--- config.mk ---
export PLATFORM = sky130hd
export DESIGN_NAME = fetch_line_assembler
export DESIGN_NICKNAME = d
export VERILOG_FILES = /design/src/rtl/banff_fetch_pkg.sv /design/src/rtl/fetch_line_buf.sv /design/src/rtl/fetch_line_assembler.sv
export SDC_FILE = /design/constraint.sdc
export NUM_CORES = 1
export LEC_CHECK = 0
export CORE_AREA = 2 2 139 155
export CTS_CLUSTER_SIZE = 24
export DETAILED_ROUTE_END_ITERATION = 16
export DIE_AREA = 0 0 141 157
export PLACE_DENSITY = 0.62
export SLEW_MARGIN = 25
export SYNTH_ARGS = -nofsm -noshare
export SYNTH_HDL_FRONTEND = slang
export SYNTH_SLANG_ARGS = --single-unit
--- constraint.sdc ---
create_clock -name clock -period 5.8 [get_ports clock]
set_clock_uncertainty 0.15 [all_clocks]
set_input_delay 0.58 -clock clock [delete_from_list [all_inputs] [get_ports clock]]
set_output_delay 0.58 -clock clock [all_outputs]
set_load 0.03 [all_outputs]
--- src/rtl/banff_fetch_pkg.sv ---
// Shared definitions for the fetch line assembler.
// State encoding, line geometry defaults and a log2 helper.
package banff_fetch_pkg;

    typedef enum logic [1:0] {
        IDLE    = 2'd0,
        FILL    = 2'd1,
        PRESENT = 2'd2,
        DRAIN   = 2'd3
    } fetch_state_e;

    localparam int DEF_WORD_WIDTH     = 32;
    localparam int DEF_WORDS_PER_LINE = 4;
    localparam int DEF_ADDR_WIDTH     = 32;

    // Ceiling log2; exact for the power-of-two sizes used here.
    function automatic int log2(input int value);
        int r;
        r = 0;
        for (int i = 0; i < 31; i++) begin
            if ((1 << i) < value) begin
                r = i + 1;
            end
        end
        return r;
    endfunction

endpackage

--- src/rtl/fetch_line_buf.sv ---
// Line storage for the fetch assembler.
// One word written per cycle by slot index; whole line read flat.
module fetch_line_buf
    import banff_fetch_pkg::*;
#(
    parameter int WORD_WIDTH     = DEF_WORD_WIDTH,
    parameter int WORDS_PER_LINE = DEF_WORDS_PER_LINE
) (
    input  logic                                 clock,
    input  logic                                 reset,
    input  logic                                 wr_en,
    input  logic [log2(WORDS_PER_LINE)-1:0]      wr_idx,
    input  logic [WORD_WIDTH-1:0]                wr_data,
    output logic [WORD_WIDTH*WORDS_PER_LINE-1:0] data
);

    logic [WORD_WIDTH-1:0] slots [WORDS_PER_LINE];

    // Slot storage; a write lands only in the addressed word.
    always_ff @(posedge clock or posedge reset) begin
        if (reset) begin
            for (int i = 0; i < WORDS_PER_LINE; i++) begin
                slots[i] <= '0;
            end
        end else if (wr_en) begin
            slots[wr_idx] <= wr_data;
        end
    end

    // Flatten slots so word k sits at bits [k*W +: W].
    always_comb begin
        data = '0;
        for (int k = 0; k < WORDS_PER_LINE; k++) begin
            data[k*WORD_WIDTH +: WORD_WIDTH] = slots[k];
        end
    end

endmodule

--- src/rtl/fetch_line_assembler.sv ---
// Builds one fetch line from critical-word-first word reads.
// Handles redirects, draining responses still in flight.
module fetch_line_assembler
    import banff_fetch_pkg::*;
#(
    parameter int WORD_WIDTH     = DEF_WORD_WIDTH,
    parameter int WORDS_PER_LINE = DEF_WORDS_PER_LINE,
    parameter int ADDR_WIDTH     = DEF_ADDR_WIDTH
) (
    input  logic                                 clock,
    input  logic                                 reset,
    input  logic                                 flush,
    input  logic                                 req_valid,
    output logic                                 req_ready,
    input  logic [ADDR_WIDTH-1:0]                req_addr,
    output logic                                 mem_req_valid,
    input  logic                                 mem_req_ready,
    output logic [ADDR_WIDTH-1:0]                mem_req_addr,
    input  logic                                 mem_rsp_valid,
    input  logic [WORD_WIDTH-1:0]                mem_rsp_data,
    output logic                                 line_valid,
    input  logic                                 line_ready,
    output logic [WORD_WIDTH*WORDS_PER_LINE-1:0] line_data,
    output logic [ADDR_WIDTH-1:0]                line_addr,
    output logic [log2(WORDS_PER_LINE)-1:0]      line_crit
);

    localparam int OFS  = log2(WORDS_PER_LINE);
    localparam int BOFS = log2(WORD_WIDTH / 8);
    localparam int CW   = OFS + 1;

    localparam logic [CW-1:0] FULL = CW'(WORDS_PER_LINE);
    localparam logic [CW-1:0] LAST = CW'(WORDS_PER_LINE - 1);
    localparam logic [CW-1:0] ONE  = CW'(1);

    // Byte offset bits covering one whole line.
    localparam logic [ADDR_WIDTH-1:0] LMASK =
        ADDR_WIDTH'((64'd1 << (OFS + BOFS)) - 64'd1);

    fetch_state_e state;
    fetch_state_e state_nx;

    logic [ADDR_WIDTH-1:0] base;
    logic [OFS-1:0]        crit;
    logic [CW-1:0]         iss_cnt;
    logic [CW-1:0]         rsp_cnt;
    logic [CW-1:0]         drain_cnt;
    logic [CW-1:0]         out_cnt;

    logic           accept;
    logic           issue;
    logic           in_fill;
    logic           rsp_fill;
    logic           rsp_last;
    logic [OFS-1:0] iss_slot;
    logic [OFS-1:0] rsp_slot;

    assign in_fill = (state == FILL);

    // Request side: closed to new work while flushing.
    assign req_ready = (state == IDLE) && !flush;
    assign accept    = req_valid && req_ready;

    // Word issue: slots wrap inside the line from the critical word.
    assign iss_slot      = crit + iss_cnt[OFS-1:0];
    assign mem_req_valid = in_fill && (iss_cnt < FULL);
    assign mem_req_addr  = base + (ADDR_WIDTH'(iss_slot) << BOFS);
    assign issue         = mem_req_valid && mem_req_ready;

    // Responses arrive in issue order, so they follow the same wrap.
    assign rsp_slot = crit + rsp_cnt[OFS-1:0];
    assign rsp_fill = in_fill && mem_rsp_valid && !flush;
    assign rsp_last = mem_rsp_valid && (rsp_cnt == LAST);

    // Words still owed by memory if the line is abandoned now.
    assign out_cnt = iss_cnt + CW'(issue) - rsp_cnt - CW'(mem_rsp_valid);

    assign line_valid = (state == PRESENT);
    assign line_addr  = base;
    assign line_crit  = crit;

    fetch_line_buf #(
        .WORD_WIDTH    (WORD_WIDTH),
        .WORDS_PER_LINE(WORDS_PER_LINE)
    ) u_buf (
        .clock  (clock),
        .reset  (reset),
        .wr_en  (rsp_fill),
        .wr_idx (rsp_slot),
        .wr_data(mem_rsp_data),
        .data   (line_data)
    );

    // State register.
    always_ff @(posedge clock or posedge reset) begin
        if (reset) begin
            state <= IDLE;
        end else begin
            state <= state_nx;
        end
    end

    // Next state; flush overrides every other transition.
    always_comb begin
        state_nx = state;
        unique case (state)
            IDLE: begin
                if (accept) begin
                    state_nx = FILL;
                end
            end
            FILL: begin
                if (flush) begin
                    state_nx = (out_cnt != '0) ? DRAIN : IDLE;
                end else if (rsp_last) begin
                    state_nx = PRESENT;
                end
            end
            PRESENT: begin
                if (flush || line_ready) begin
                    state_nx = IDLE;
                end
            end
            DRAIN: begin
                if (drain_cnt == '0) begin
                    state_nx = IDLE;
                end else if (mem_rsp_valid && drain_cnt == ONE) begin
                    state_nx = IDLE;
                end
            end
            default: state_nx = IDLE;
        endcase
    end

    // Line base and critical offset, captured at request accept.
    always_ff @(posedge clock or posedge reset) begin
        if (reset) begin
            base <= '0;
            crit <= '0;
        end else if (accept) begin
            base <= req_addr & ~LMASK;
            crit <= req_addr[BOFS +: OFS];
        end
    end

    // Issue and response counters for the line being filled.
    always_ff @(posedge clock or posedge reset) begin
        if (reset) begin
            iss_cnt <= '0;
            rsp_cnt <= '0;
        end else if (accept) begin
            iss_cnt <= '0;
            rsp_cnt <= '0;
        end else if (in_fill && !flush) begin
            if (issue) begin
                iss_cnt <= iss_cnt + ONE;
            end
            if (mem_rsp_valid) begin
                rsp_cnt <= rsp_cnt + ONE;
            end
        end
    end

    // Outstanding responses to swallow after a redirect.
    always_ff @(posedge clock or posedge reset) begin
        if (reset) begin
            drain_cnt <= '0;
        end else if (in_fill && flush) begin
            drain_cnt <= out_cnt;
        end else if (state == DRAIN && mem_rsp_valid && drain_cnt != '0) begin
            drain_cnt <= drain_cnt - ONE;
        end
    end

`ifndef SYNTHESIS
    // Flag responses that no fill or drain is waiting for.
    always @(posedge clock) begin
        if (!reset && mem_rsp_valid &&
            (state == IDLE || state == PRESENT)) begin
            $error("fetch_line_assembler: unexpected mem response");
        end
    end
`endif

endmodule

Word level (Yosys, flattened, before mapping)
Index checks and enable logic that the tools add are counted.
{"block": "word_totals", "regBits": 169, "input_bits": 71, "output_inout_bits": 197, "elab_cells": 77}
{"block": "op_classes", "addsub": 9, "magnitude_cmp": 3, "n_eq_ne": 9, "muxes": 19, "bitwise_logic": 1, "n_reduce_logical": 26}
{"op": "$bwmux W128", "n": 1}
{"op": "$demux W32 S2", "n": 1}
{"op": "$add A32 B4 Y32", "n": 1}
{"op": "$mux W32", "n": 1}
{"op": "$mux W3", "n": 8}
{"op": "$mux W2", "n": 7}
{"op": "$logic_and A1 B1 Y1", "n": 13}
{"op": "$pmux W2 S4", "n": 1}
{"op": "$reduce_bool A2 Y1", "n": 4}
{"op": "$add A3 B1 Y3 const B", "n": 2}
{"op": "$reduce_bool A3 Y1", "n": 2}
{"op": "$add A2 B2 Y2", "n": 2}
{"op": "$eq A2 B2 Y1 const B", "n": 2}
{"op": "$reduce_and A2 Y1", "n": 2}
{"op": "$reduce_and A4 Y1", "n": 1}
{"op": "$add A3 B1 Y3", "n": 1}
{"op": "$eq A3 B1 Y1 const B", "n": 1}
{"op": "$eq A3 B2 Y1 const B", "n": 1}
{"op": "$ge A3 B3 Y1 const B", "n": 1}
{"op": "$logic_not A3 Y1", "n": 1}
{"op": "$lt A3 B1 Y1 const B", "n": 1}
{"op": "$lt A3 B3 Y1 const B", "n": 1}
{"op": "$ne A3 B2 Y1 const B", "n": 1}
{"op": "$ne A3 B3 Y1 const B", "n": 1}
{"op": "other kinds (10)", "n": 10}

Depth between registers and ports, before layout
{"block": "depth", "ltp_word": 10, "depth_mapped": 9, "depth_no_buf": 9}

By module
A second synthesis with hierarchy kept.
{"block": "hier_totals", "hier_cells": 467, "hier_area_um2": 7120.6}
{"module": "fetch_line_buf", "instances": 1, "cells_per_inst": 273, "area_per_inst_um2": 4748.3}
{"module": "fetch_line_assembler", "instances": 1, "cells_per_inst": 194, "area_per_inst_um2": 2372.3}

Worst setup path after synthesis
No wires, ideal clock.
{"block": "synth_path", "path_kind": "reg2reg", "start": "register state[1]", "end": "register state[0]", "arrival_time_ns": 2.190, "setup_slack_ns": 3.360, "path_stages_with_launch": 10, "n_path_buf": 1, "period_less_slack_ns": 2.440, "path_cell_list": "dfrtp_1 > clkbuf_1 > nand2b_1 > nor2_1 > and2_1 > ha_1 > ha_1 > xnor2_1 > xnor2_1 > a311oi_1"}
{"block": "synth_between", "elab_chain_len": 10, "word_cells_on_any_way": 20, "classes_between": "3 x add/sub; 7 x eq/ne; 3 x mux; 7 x reduce/logical"}
{"item": "from (decl)", "line": "fetch_line_assembler.sv:40", "source": "fetch_state_e state;"}
{"item": "from (signal assigned)", "line": "fetch_line_assembler.sv:99", "source": "state <= state_nx;"}
{"item": "$eq A2 B1 Y1", "line": "fetch_line_assembler.sv:58", "source": "assign in_fill = (state == FILL);"}
{"item": "$logic_and A1 B1 Y1", "line": "fetch_line_assembler.sv:66", "source": "assign mem_req_valid = in_fill && (iss_cnt < FULL);"}
{"item": "net mem_req_valid", "line": "fetch_line_assembler.sv:16", "source": "output logic mem_req_valid,"}
{"item": "$logic_and A1 B1 Y1", "line": "fetch_line_assembler.sv:68", "source": "assign issue = mem_req_valid && mem_req_ready;"}
{"item": "$add A3 B1 Y3", "line": "fetch_line_assembler.sv:76", "source": "assign out_cnt = iss_cnt + CW'(issue) - rsp_cnt - CW'(mem_rsp_valid);"}
{"item": "$sub A3 B3 Y3", "line": "fetch_line_assembler.sv:76"}
{"item": "$sub A3 B1 Y3", "line": "fetch_line_assembler.sv:76"}
{"item": "$reduce_bool A3 Y1", "line": "fetch_line_assembler.sv:114", "source": "state_nx = (out_cnt != '0) ? DRAIN : IDLE;"}
{"item": "$mux W2", "line": "fetch_line_assembler.sv:114"}
{"item": "$mux W2", "line": "fetch_line_assembler.sv:113", "source": "if (flush) begin"}
{"item": "$pmux W2 S4", "line": "fetch_line_assembler.sv:106", "source": "unique case (state)"}
The timed path passes the listed nets, and every way through them passes these cells.
A chain may end at the register's enable or synchronous reset.

Final worst setup path
{"block": "layout_path", "start": "input port flush", "end": "output port req_ready"}
{"block": "layout_between", "elab_chain_len": 2}
{"item": "from (decl)", "line": "fetch_line_assembler.sv:12", "source": "input logic flush,"}
{"item": "$logic_not A1 Y1", "line": "fetch_line_assembler.sv:61", "source": "assign req_ready = (state == IDLE) && !flush;"}
{"item": "$logic_and A1 B1 Y1", "line": "fetch_line_assembler.sv:61"}
{"item": "to (decl)", "line": "fetch_line_assembler.sv:14", "source": "output logic req_ready,"}
Every way passes these cells.

==> reports/results.ini <==
[outcome]
status = finished, final reports clean

[sta]
drv_slew = 0
period_minus_slack_ns = 2.97
tns_ns = 0
finalHoldViolCount = 0
clock.fmax_mhz = 337
max-slew-margin-rel = 0.365
worst_slew_pin_slew_ns = 0.948
rsz0062_at_grt = false
final-setup-viol-count = 0
whs_ns = 0.339
min_period_over_period = 0.511

[power]
peakVddDrop_mv = 0.325
p_leak_uw = 0.00448
power_density_nw_per_um2 = 685

[critical_path]
start_kind = input port
r2r-start = state[1]$_DFFE_PP0P_
rr_worst_depth = 4
cp_max_fo = 10
regToRegSetupSlack_ns = 3.28
required_ns = 5.07
critPathKind = input port to primary output
arrival_ns = 2.24
rr_endpoint = u_buf.data[31]$_DFFE_PP0P_
cp-end-kind = primary output

[synth]
synth.distinct_cells = 45
seq_area_frac_synth = 0.595
yosysWarningCount = 0
syn_inst = 463
avgSynthCellArea_um2 = 15.3
yosys_register_bits = 169
synth_area_um2 = 7110

[clocking]
cts-root-buf = clkbuf_16
cts_sinks = 169
cts-resized-gates = 0
clock_path_buffers = 2
cts_hold_buf = 0
clk_pin_slew_ns = 0.07
clk_latency_ns = 0.41
cts_made_buffers = 17
cts_tree = done
htreeDepth = 4
post_cts_buffers = 0

[floorplanning]
core_um2 = 20400
start_util = 0.348
dieArea_um2 = 22100
die_h_um = 157
die_x_um = 141
core.rowCount = 55
io_pins = 268

[global_route]
grt_pass1_vias = 4869
grt_usage = 0.155
grt-ovfl-total = 0
grt_pass1_wl_um = 26700
antenna_found_initial = 0
grt_max_degree = 64

[drt]
drc = 0
drt_first_iter_violations = 106
vias = 4540
antenna_left = 0
dr.pass1.iters = 4
vias_per_cell = 4.69
wl_per_cell_um = 17.5
wl_um = 17000

[finish]
layoutNonFillerInstCount = 969
fin_nets = 784
syn_to_final_growth_pct = 45.3
num_antenna_cells = 0
final_common_cell = clkdlybuf4s50_1
mostFrequentLayoutCells = clkdlybuf4s50_1 (259), dfrtp_1 (169), mux2_2 (152)
drive_gt1_frac = 0.285
final_area_um2 = 10300
fillers = 1723
finish.utilization = 0.505

[min_path]
min_path_type = register to register
hold_depth = 1
min-delay-start = u_buf.data[88]$_DFFE_PP0P_
min_to = u_buf.data[88]$_DFFE_PP0P_

[flow_run]
drv_cap = 0

[placement]
hpwl_um = 12100
placed_cell_area_um2 = 9690
gp_congestion = 0.714
dpl.cell_count = 936
io_buffers = 259

==> synth_stat cells <==
| cell type | instances | area share |
|---|---|---|
| nand2b_1 | 1 | 0.00088 |
| buf_2 | 4 | 0.0028 |
| or3_1 | 1 | 0.00088 |
| clkbuf_1 | 3 | 0.0016 |
| or4b_2 | 1 | 0.0014 |
| nand2_1 | 6 | 0.0032 |
| o21ai_0 | 3 | 0.0021 |
| o211ai_1 | 1 | 0.0011 |
| nor4b_4 | 1 | 0.0033 |
| conb_1 | 1 | 0.00053 |
| xnor3_1 | 1 | 0.0032 |
| and2_1 | 1 | 0.00088 |
| ha_1 | 10 | 0.018 |
| nor2_1 | 3 | 0.0016 |
| fa_1 | 2 | 0.0056 |
| buf_6 | 7 | 0.011 |
| mux2_1 | 6 | 0.0095 |
| and4b_1 | 1 | 0.0014 |
| nor3_1 | 3 | 0.0021 |
| and3b_1 | 2 | 0.0025 |
| o31a_1 | 1 | 0.0012 |
| nand3_2 | 1 | 0.0014 |
| a21oi_1 | 6 | 0.0042 |
| or3b_2 | 1 | 0.0012 |
| nand4bb_1 | 2 | 0.0032 |
| or2_2 | 1 | 0.00088 |
| buf_4 | 40 | 0.042 |
| inv_1 | 11 | 0.0058 |
| dfrtp_1 | 169 | 0.60 |
| nor2b_1 | 1 | 0.00088 |
| a221oi_1 | 1 | 0.0012 |
| a221o_1 | 1 | 0.0014 |
| o21a_1 | 1 | 0.0011 |
| nor3b_1 | 1 | 0.0011 |
| nand4bb_2 | 1 | 0.0023 |
| a311oi_1 | 1 | 0.0012 |
| nor3_4 | 2 | 0.0046 |
| xor3_1 | 1 | 0.0033 |
| nand3_1 | 1 | 0.00070 |
| a211o_1 | 1 | 0.0012 |
| and4bb_2 | 1 | 0.0018 |
| a211oi_1 | 1 | 0.0011 |
| xnor2_1 | 6 | 0.0074 |
| mux2_2 | 152 | 0.24 |
| a2bb2oi_1 | 1 | 0.0012 |
==> layer usage <==
metal  vias up  GRT usage  part of all wire
li1       2072          -                 -
met1      2289      0.177              0.40
met2       170      0.276              0.51
met3         9     0.0560             0.074
met4         0     0.0433             0.010
met5         -          0                 0
==> sequential cells by signal (all words and copies together), names as in the netlist <==
signal and cells:
iss_cnt 3, drain_cnt 3, u_buf.data 128, rsp_cnt 3
line_crit 2, line_addr 28, state 2
==> worst max-delay path: stages <==
cell and delay (ns):
clkdlybuf4s50_1 0.59, nor3_1 0.32, clkdlybuf4s50_1 0.74
==> final cells by class <==
class | instances | area [um2] | area share
inverter | 11 | 46.3 | 0.00448
tap | 256 | 320 | 0.0310
clock buffer | 17 | 425 | 0.0412
timing repair buffer | 268 | 2670 | 0.258
sequential | 169 | 4230 | 0.410
clock inverter | 14 | 186 | 0.0181
multi-input combinational | 234 | 2450 | 0.237
==> per-stage QoR <==
step                      power (uW)  setup WS (ns)
after detailed placement        5960           2.13
after floorplan                 4450          0.495
final                           7070           2.83
after global routing            7420           2.79
after global placement          5870           2.20
after CTS                       7170           2.57
==> cells by family after synthesis <==
group,synth area share
buffers and inverters,0.0636
multiplexers,0.250
AO/OA/AOI/OAI,0.0171
AND/OR/NAND/NOR,0.0361
adder cells (fa/ha/maj),0.0232
flip-flops,0.595
XOR/XNOR,0.0139
other,0.000528
==> power by group <==
group / switching (uW) / internal (uW)
Clock: 487 / 689
Combinational: 2060 / 1720
Sequential: 358 / 1750
==> how the worst max path moves through the flow <==
stage	start	end	slack, ns
after floorplan	reset	drain_cnt[0]$_DFFE_PP0P_	0.49
after global placement	flush	u_buf.data[12]$_DFFE_PP0P_	2.20
after detailed placement	flush	u_buf.data[31]$_DFFE_PP0P_	2.13
after CTS	flush	u_buf.data[31]$_DFFE_PP0P_	2.57
after global routing	flush	req_ready	2.79
final	flush	req_ready	2.83
(Power assumes the default switching activity.)
